==> src/rtl/serial_adder.sv <==
// Bit-serial adder: accepts a, b, cin in IDLE, adds one bit per cycle LSB-first over WIDTH
// RUN cycles, then holds sum/cout in DONE until the consumer handshakes.
// Optional feature: define SERIAL_ADDER_OVF_EN to add the signed-overflow output ovf.
module serial_adder #(
  parameter int unsigned WIDTH = 8
) (
  input  logic             clk,
  input  logic             rst_n,
  input  logic             in_valid,
  output logic             in_ready,
  input  logic [WIDTH-1:0] a,
  input  logic [WIDTH-1:0] b,
  input  logic             cin,
  output logic             out_valid,
  input  logic             out_ready,
  output logic [WIDTH-1:0] sum,
  output logic             cout,
  output logic             busy
`ifdef SERIAL_ADDER_OVF_EN
  ,
  output logic             ovf
`endif
);

  localparam int unsigned CntW = $clog2(WIDTH + 1);

  typedef enum logic [1:0] {StIdle, StRun, StDone} state_e;

  state_e           state_q, state_d;
  logic [WIDTH-1:0] a_q, a_d;
  logic [WIDTH-1:0] b_q, b_d;
  logic [WIDTH-1:0] sum_q, sum_d;
  logic             carry_q, carry_d;
  logic             cout_q, cout_d;
  logic [CntW-1:0]  cnt_q, cnt_d;
`ifdef SERIAL_ADDER_OVF_EN
  logic             ovf_q, ovf_d;
`endif

  logic ha1_s, ha1_c, ha2_s, ha2_c, bit_c, last_bit;

  // One-bit full adder as two half-adder stages plus OR.
  always_comb begin
    ha1_s    = a_q[0] ^ b_q[0];
    ha1_c    = a_q[0] & b_q[0];
    ha2_s    = ha1_s ^ carry_q;
    ha2_c    = ha1_s & carry_q;
    bit_c    = ha1_c | ha2_c;
    last_bit = (cnt_q == CntW'(WIDTH - 1));
  end

  // Next-state and datapath update; everything holds unless the state says otherwise.
  always_comb begin
    state_d = state_q;
    a_d     = a_q;
    b_d     = b_q;
    sum_d   = sum_q;
    carry_d = carry_q;
    cout_d  = cout_q;
    cnt_d   = cnt_q;
`ifdef SERIAL_ADDER_OVF_EN
    ovf_d   = ovf_q;
`endif
    unique case (state_q)
      StIdle: begin
        if (in_valid) begin
          a_d     = a;
          b_d     = b;
          carry_d = cin;
          sum_d   = '0;
          cout_d  = 1'b0;
          cnt_d   = '0;
`ifdef SERIAL_ADDER_OVF_EN
          ovf_d   = 1'b0;
`endif
          state_d = StRun;
        end
      end
      StRun: begin
        // Sum bits enter from the MSB side so bit 0 lands in place after WIDTH shifts.
        sum_d   = {ha2_s, sum_q[WIDTH-1:1]};
        a_d     = a_q >> 1;
        b_d     = b_q >> 1;
        carry_d = bit_c;
        cnt_d   = cnt_q + CntW'(1);
        if (last_bit) begin
          cout_d  = bit_c;
`ifdef SERIAL_ADDER_OVF_EN
          // carry_q is the carry into the MSB on the last bit.
          ovf_d   = carry_q ^ bit_c;
`endif
          state_d = StDone;
        end
      end
      StDone: begin
        if (out_ready) state_d = StIdle;
      end
      default: state_d = StIdle;
    endcase
  end

  // State registers with synchronous active-low reset.
  always_ff @(posedge clk) begin
    if (!rst_n) begin
      state_q <= StIdle;
      a_q     <= '0;
      b_q     <= '0;
      sum_q   <= '0;
      carry_q <= 1'b0;
      cout_q  <= 1'b0;
      cnt_q   <= '0;
`ifdef SERIAL_ADDER_OVF_EN
      ovf_q   <= 1'b0;
`endif
    end else begin
      state_q <= state_d;
      a_q     <= a_d;
      b_q     <= b_d;
      sum_q   <= sum_d;
      carry_q <= carry_d;
      cout_q  <= cout_d;
      cnt_q   <= cnt_d;
`ifdef SERIAL_ADDER_OVF_EN
      ovf_q   <= ovf_d;
`endif
    end
  end

  assign in_ready  = (state_q == StIdle);
  assign out_valid = (state_q == StDone);
  assign busy      = (state_q == StRun);
  assign sum       = sum_q;
  assign cout      = cout_q;
`ifdef SERIAL_ADDER_OVF_EN
  assign ovf       = ovf_q;
`endif

endmodule

==> config.mk <==
export PLATFORM = sky130hd
export DESIGN_NAME = serial_adder
export DESIGN_NICKNAME = d
export VERILOG_FILES = /design/src/rtl/serial_adder.sv
export SDC_FILE = /design/constraint.sdc
export NUM_CORES = 1
export LEC_CHECK = 0
export ABC_CLOCK_PERIOD_IN_PS = 1750
export BUFFER_PORTS_ARGS = -buffer_cell sky130_fd_sc_hd__buf_4
export CAP_MARGIN = 20
export CORE_MARGIN = 4
export CORE_UTILIZATION = 40
export CTS_CLUSTER_DIAMETER = 200
export DETAILED_ROUTE_END_ITERATION = 12
export SLEW_MARGIN = 0
export SYNTH_ARGS = -nofsm -noshare
export SYNTH_HDL_FRONTEND = slang
export SYNTH_SLANG_ARGS = --single-unit
==> constraint.sdc <==
create_clock -name clk -period 1.75 [get_ports clk]
set_clock_uncertainty 0.15 [all_clocks]
set_input_delay 0.35 -clock clk [delete_from_list [all_inputs] [get_ports clk]]
set_output_delay 0.35 -clock clk [all_outputs]
set_load 0.03 [all_outputs]
==> qor.yml, run 1 <==
hold_path:
  min_to: "a_q[2]$_SDFFE_PN0P_"
  hold_class: "in2reg"
  min_path_cells: 3
  hold_start: "a[2]"
run_status:
  status: "complete, no violations"
detailed_routing:
  routed_wl_mm: 3.08
  route.vias.total: 1210
  dr.pass1.iters: 4
  drtAntennaViolNets: 0
  wire_per_inst_um: 13.2
  drc: 0
  viasPerCell: 5.19
  drt_iter0_drc: 80
logic_synthesis:
  synth.distinct_cells: 36
  synthArstFlopShare: 0
  synth_commonest_cells: "dfxtp_1, a21oi_1, nand2_1, nor2_1, o21ai_0"
  yosysTopAreaCell: "dfxtp_1"
  netlist_area_um2: 1330
  post_synth_inst_count: 154
  yosys_most_used_dff: "dfxtp_1"
  synth_top_area_share: 0.483
  synth_edf_count: 0
  ys_ff_latch: 32
  ys_top_cells_by_area: "dfxtp_1, a21oi_1, nand2_1"
  yosys_warnings: 0
  ys_seq_area_frac: 0.483
  yosysMostFrequentCell: "dfxtp_1"
  synth.avg_cell_area_um2: 8.62
  synth_nets: 177
placement:
  dpl.cell_count: 225
  io_buffers: 32
  dp_hpwl_mm: 2.23
  dpl_cell_area_um2: 1610
  gp_congestion: 0.768
global_route:
  grt_pass1_wl_mm: 5.24
  antenna_found_initial: 0
  grt_start_max_net_pins: 20
  grt-ovfl-total: 0
  grt_pass1_vias: 1139
  gr-usage-all-layers: 0.159
cts:
  hold_buffers: 0
  clk_path_buf_depth: 2
  cts_buffers: 5
  cts_sinks: 32
  cts_root_buf: "clkbuf_4"
  h-tree-depth: 2
  clk_pin_slew_ns: 0.09
  cts_tree: "built"
  clk_latency_ns: 0.32
cells_and_area:
  drive_above_1_share: 0.265
  stdcell_count: 233
  design_area_um2: 1670
  nets: 211
  num_antenna_cells: 0
  area_growth_pct: 26.0
worst_setup_path:
  cpMaxStageDelayCell: "dfxtp_2"
  crit_family: "flip-flops"
  reg2reg_depth: 3
  critPathKind: "reg2out"
  r2r_end: "b_q[0]$_SDFFE_PN0P_"
  reg2reg_slack_ns: 0.26
  critPathMaxStageDelay_ns: 0.38
  cp-startpoint: "state_q[1]$_SDFFE_PN0P_"
  cp.required_ns: 1.25
  crit_chain: "nand2b_2 -> clkinv_2 -> buf_4"
  crit_buf_inv: 2
  reg2reg_from: "state_q[0]$_SDFFE_PN0P_"
  start_kind: "register"
  endpoint_kind: "output port"
  cp_max_fo: 9
  arrival_ns: 1.17
power_and_ir_drop:
  power_leakage_nw: 0.708
  ir_worst_vdd_uv: 415
  powerDensity_nw_per_um2: 857
sta:
  max_freq_mhz: 598
  fin_crit_sh: 0.956
  maxSlewViolCount: 0
  final_hold_viol_count: 0
  rsz0062_at_grt: "false"
  worst_pin_slew_ns: 0.566
  period_needed_ns: 1.67
  finalSetupViolCount: 0
  finalSetupTns_ns: 0
  relSlewSlack: 0.623
floorplan:
  initial_utilization: 0.428
  die_h_um: 65.6
  ios: 33
  die_x_um: 65.6
  num_rows: 20
  die_area_um2: 4300
  core-area_um2: 3100
flow_run:
  maxCapViolCount: 0
cell type report:
| type | instances | area (um^2) |
|---|---|---|
| flip-flops and latches | 32 | 643 |
| repair buffers | 38 | 298 |
| fillers | 338 | 1430 |
| clock buffers | 8 | 58.8 |
| well taps | 44 | 55.1 |
| inverters | 5 | 20.0 |
| multi-input cells | 106 | 598 |
power breakdown:
| part | switching, W | leakage [nW] | internal, W |
|---|---|---|---|
| Clock | 0.000227 | 0.0326 | 0.000198 |
| Sequential | 0.0000230 | 0.263 | 0.000769 |
| Combinational | 0.000118 | 0.412 | 0.0000987 |
| Total | 0.000368 | 0.708 | 0.00107 |
stage by stage:
step                      total power, W   util  hold slack [ns]  worst slack, ns
after floorplan                 0.000942      -            0.298            0.359
after global placement           0.00102  0.519            0.329            0.173
after detailed placement         0.00103  0.519            0.326            0.181
after CTS                        0.00146  0.538            0.104           0.0126
after global routing             0.00152  0.539            0.106           0.0150
final                            0.00143  0.539            0.119           0.0778
metal layers:
layer	track usage	routed length (um)	part of all wire	vias to the layer above
li1	-	-	-	620
met1	0.202	1420	0.46	557
met2	0.250	1470	0.48	28
met3	0.0547	152	0.049	5
met4	0.0544	40	0.013	0
met5	0	0	0	-
cells in the final DEF (no fill, tap or decap), drive strengths merged:
master / n
nor2: 14
nand3: 2
a21oi: 27
and2b: 1
nor3b: 1
nand2: 18
o211a: 1
a211oi: 1
buf: 38
a311o: 1
clkinv: 2
inv: 3
o31ai: 1
ha: 1
a2bb2oi: 1
o21ba: 1
or3: 1
nand2b: 1
and3: 1
o21ai: 13
and3b: 1
nor3: 2
a22oi: 8
fa: 1
a31oi: 2
dfxtp: 32
o21bai: 1
a32oi: 2
a221oi: 2
clkbuf: 8
nand3b: 1
how the worst max path moves through the flow:
stage / endpoint / slack [ns] / cells after the start
floorplan: sum[1]$_SDFFE_PN0P_ / 0.36 / 5
global placement: cnt_q[3]$_SDFFE_PN0P_ / 0.17 / 5
detailed placement: b_q[0]$_SDFFE_PN0P_ / 0.18 / 4
CTS: busy / 0.01 / 3
global route: busy / 0.02 / 3
finish: busy / 0.08 / 3
kinds of logic after synthesis:
logic type	Yosys count	share of synthesized area
AOI/OAI and AO/OA	61	0.281
adders and majority gates	2	0.0245
buffers and inverters	16	0.0669
DFF	32	0.483
and+or+nand+nor	43	0.145
flip-flops by register name, summed over array words and instances (netlist names):
name     count
cnt_q        4
sum          8
carry_q      1
cout         1
state_q      2
a_q          8
b_q          8
tightest hold or removal path, cell delays in order:
cell and delay (ns):
buf_4 0.11, nand2_1 0.04, a21oi_1 0.05
repair_timing:
| action | CTS | global route |
|---|---|---|
| setup endpoints to repair | 1 | 1 |
| buffers inserted | 0 | 0 |
| gates resized for setup | 1 | 2 |
Power figures use the tool's default switching activity.
==> run 2, diff against run 1 <==
--- a/config.mk
+++ b/config.mk
@@ -8,10 +8,13 @@
 export ABC_CLOCK_PERIOD_IN_PS = 1750
 export BUFFER_PORTS_ARGS = -buffer_cell sky130_fd_sc_hd__buf_4
 export CAP_MARGIN = 20
+export CELL_PAD_IN_SITES_DETAIL_PLACEMENT = 1
+export CELL_PAD_IN_SITES_GLOBAL_PLACEMENT = 2
 export CORE_MARGIN = 4
-export CORE_UTILIZATION = 40
+export CORE_UTILIZATION = 30
 export CTS_CLUSTER_DIAMETER = 200
 export DETAILED_ROUTE_END_ITERATION = 12
+export PLACE_DENSITY_LB_ADDON = 0.1
 export SLEW_MARGIN = 0
 export SYNTH_ARGS = -nofsm -noshare
 export SYNTH_HDL_FRONTEND = slang
==> qor.yml, run 2 (synthesis results as in run 1) <==
sta:
  relSlewSlack: 0.734  # +0.112
  max_freq_mhz: 609  # +1.9%
  fin_ws_ns: 0.109  # +0.0314 ns
  finalSetupViolCount: 0  # unchanged
  fin_crit_sh: 0.938  # -0.0179
  finalSetupTns_ns: 0  # unchanged
  period_needed_ns: 1.64  # -0.0314 ns
  maxSlewViolCount: 0  # unchanged
  whs_ns: 0.161  # +0.0417 ns
  worst_pin_slew_ns: 0.398  # -0.167 ns
  rsz0062_at_grt: "false"
  final_hold_viol_count: 0  # unchanged
cells_and_area:
  drive_above_1_share: 0.268  # +0.00387
  final_cell_mix: "buf_4, dfxtp_1, a21oi_1"
  area_growth_pct: 29.5
  nets: 212  # +0.47%
  final_common_cell: "buf_4"
  num_antenna_cells: 0  # unchanged
  n_fill_cell: 503  # +49%
hold_path:
  hold_class: "in2reg"
detailed_routing:
  viasPerCell: 5.09  # -2.0%
  drtAntennaViolNets: 0  # unchanged
  drt_iter0_drc: 50  # -38%
  route.vias.total: 1222  # +0.99%
  dr.pass1.iters: 4  # unchanged
  drc: 0  # unchanged
  wire_per_inst_um: 14.8  # +12%
  routed_wl_mm: 3.56  # +16%
placement:
  io_buffers: 32  # unchanged
  gp_congestion: 0.710  # -7.6%
  dp_slack_ns: 0.176  # -0.00510 ns
  dp_hpwl_mm: 2.48  # +11%
cts:
  clk_path_buf_depth: 2  # unchanged
  cts_setup_buffers: 0  # unchanged
  clk_latency_ns: 0.28  # -0.04 ns
  cts_buffers: 5  # unchanged
  cts_root_buf: "clkbuf_8"
  clk_pin_slew_ns: 0.07  # -0.02 ns
  cts_sinks: 32  # unchanged
  cts_tree: "built"
  h-tree-depth: 2  # unchanged
floorplan:
  initial_utilization: 0.320  # -0.107
  num_rows: 23  # +15%
  die_area_um2: 5550  # +29%
  core-area_um2: 4140  # +34%
  die_h_um: 74.5  # +14%
  die_x_um: 74.5  # +14%
  ios: 33  # unchanged
power_and_ir_drop:
  sequentialPowerShare: 0.495  # -0.057
  p_comb_frac: 0.140  # -0.011
  p_int_w: 0.00119  # +12%
  power_leakage_nw: 0.726  # +2.5%
  switchingPower_w: 0.000412  # +12%
  sw_frac_of_total: 0.257  # +0.000334
  ir_worst_vdd_uv: 358  # -14%
  powerDensity_nw_per_um2: 932  # +8.8%
  power_frac_clock: 0.365  # +0.069
worst_setup_path:
  start_kind: "register"
  critPathKind: "reg2out"
  cp_max_fo: 7  # -2
  arrival_ns: 1.14  # -0.03 ns
  endpoint_kind: "output port"
  cp.required_ns: 1.25  # about the same
global_route:
  antenna_found_initial: 0  # unchanged
  grt_start_max_net_pins: 20  # unchanged
  grt_pass1_wl_mm: 6.05  # +15%
  gr-usage-all-layers: 0.141  # -0.0185
  grt_pass1_vias: 1264  # +11%
  grt-ovfl-total: 0  # unchanged
run_status:
  status: "complete, no violations"
flow_run:
  maxCapViolCount: 0  # unchanged
-- run 2: changes by cell type in the layout (fill, tap and decap cells not counted), sizes merged --
cell	previous run	this run
buf	38	39
-- run 2: stage by stage --
stage          instance area [um^2]   util  cells  total power (W)
6_report                       1720  0.415    240          0.00160
5_1_grt                        1720  0.415    240          0.00169
4_1_cts                        1720  0.414    240          0.00163
3_5_place_dp                   1630  0.392    232          0.00103
3_3_place_gp                   1630  0.392    232          0.00103
2_1_floorplan                  1330      -    154         0.000942
-- run 2: power by group through the flow --
stage	Combinational [W]	Sequential, W	Clock (W)
2_1_floorplan	0.000136	0.000807	0
3_3_place_gp	0.000221	0.000807	0
3_5_place_dp	0.000225	0.000808	0
4_1_cts	0.000229	0.000792	0.000610
5_1_grt	0.000255	0.000797	0.000640
6_report	0.000224	0.000793	0.000585
-- run 2: final timing paths --
| check | cells after the start | startpoint | to | slack (ns) |
|---|---|---|---|---|
| worst min register to register | 2 | b_q[7]$_SDFFE_PN0P_ | b_q[6]$_SDFFE_PN0P_ | 0.33 |
| worst max-delay path | 3 | state_q[1]$_SDFFE_PN0P_ | busy | 0.11 |
| worst max register to register | 5 | a_q[0]$_SDFFE_PN0P_ | carry_q$_SDFFE_PN0P_ | 0.22 |
| worst min-delay path | 3 | a[4] | a_q[4]$_SDFFE_PN0P_ | 0.16 |
-- run 2: worst max-delay path, cell delays in order (launching register included) --
cell and delay [ns]:
dfxtp_2 0.37, nand2b_2 0.15, clkinv_2 0.14, buf_4 0.21
-- run 2: layout make-up --
type                    instances  area [um^2]  share of cell area
clock buffers                   8         90.1              0.0524
inverters                       5         20.0              0.0116
multi-input cells             106          598               0.348
flip-flops and latches         32          643               0.374
well taps                      50         62.6              0.0364
repair buffers                 39          305               0.178
-- run 2: repair_timing --
| item | 4_1_cts | 5_1_grt |
|---|---|---|
| endpoints found under the setup margin | 1 | 1 |
| gates cloned | 0 | 0 |
| pin swaps | 0 | 0 |
| hold buffers | 0 | 0 |
| resized for setup | 1 | 2 |
-- run 2: layer usage --
metal / wire length (um) / track usage / vias to the layer above
met5: 0 / 0 / -
met4: 39 / 0.0415 / 0
met3: 157 / 0.0432 / 3
met2: 1590 / 0.215 / 24
met1: 1770 / 0.191 / 582
li1: - / - / 613
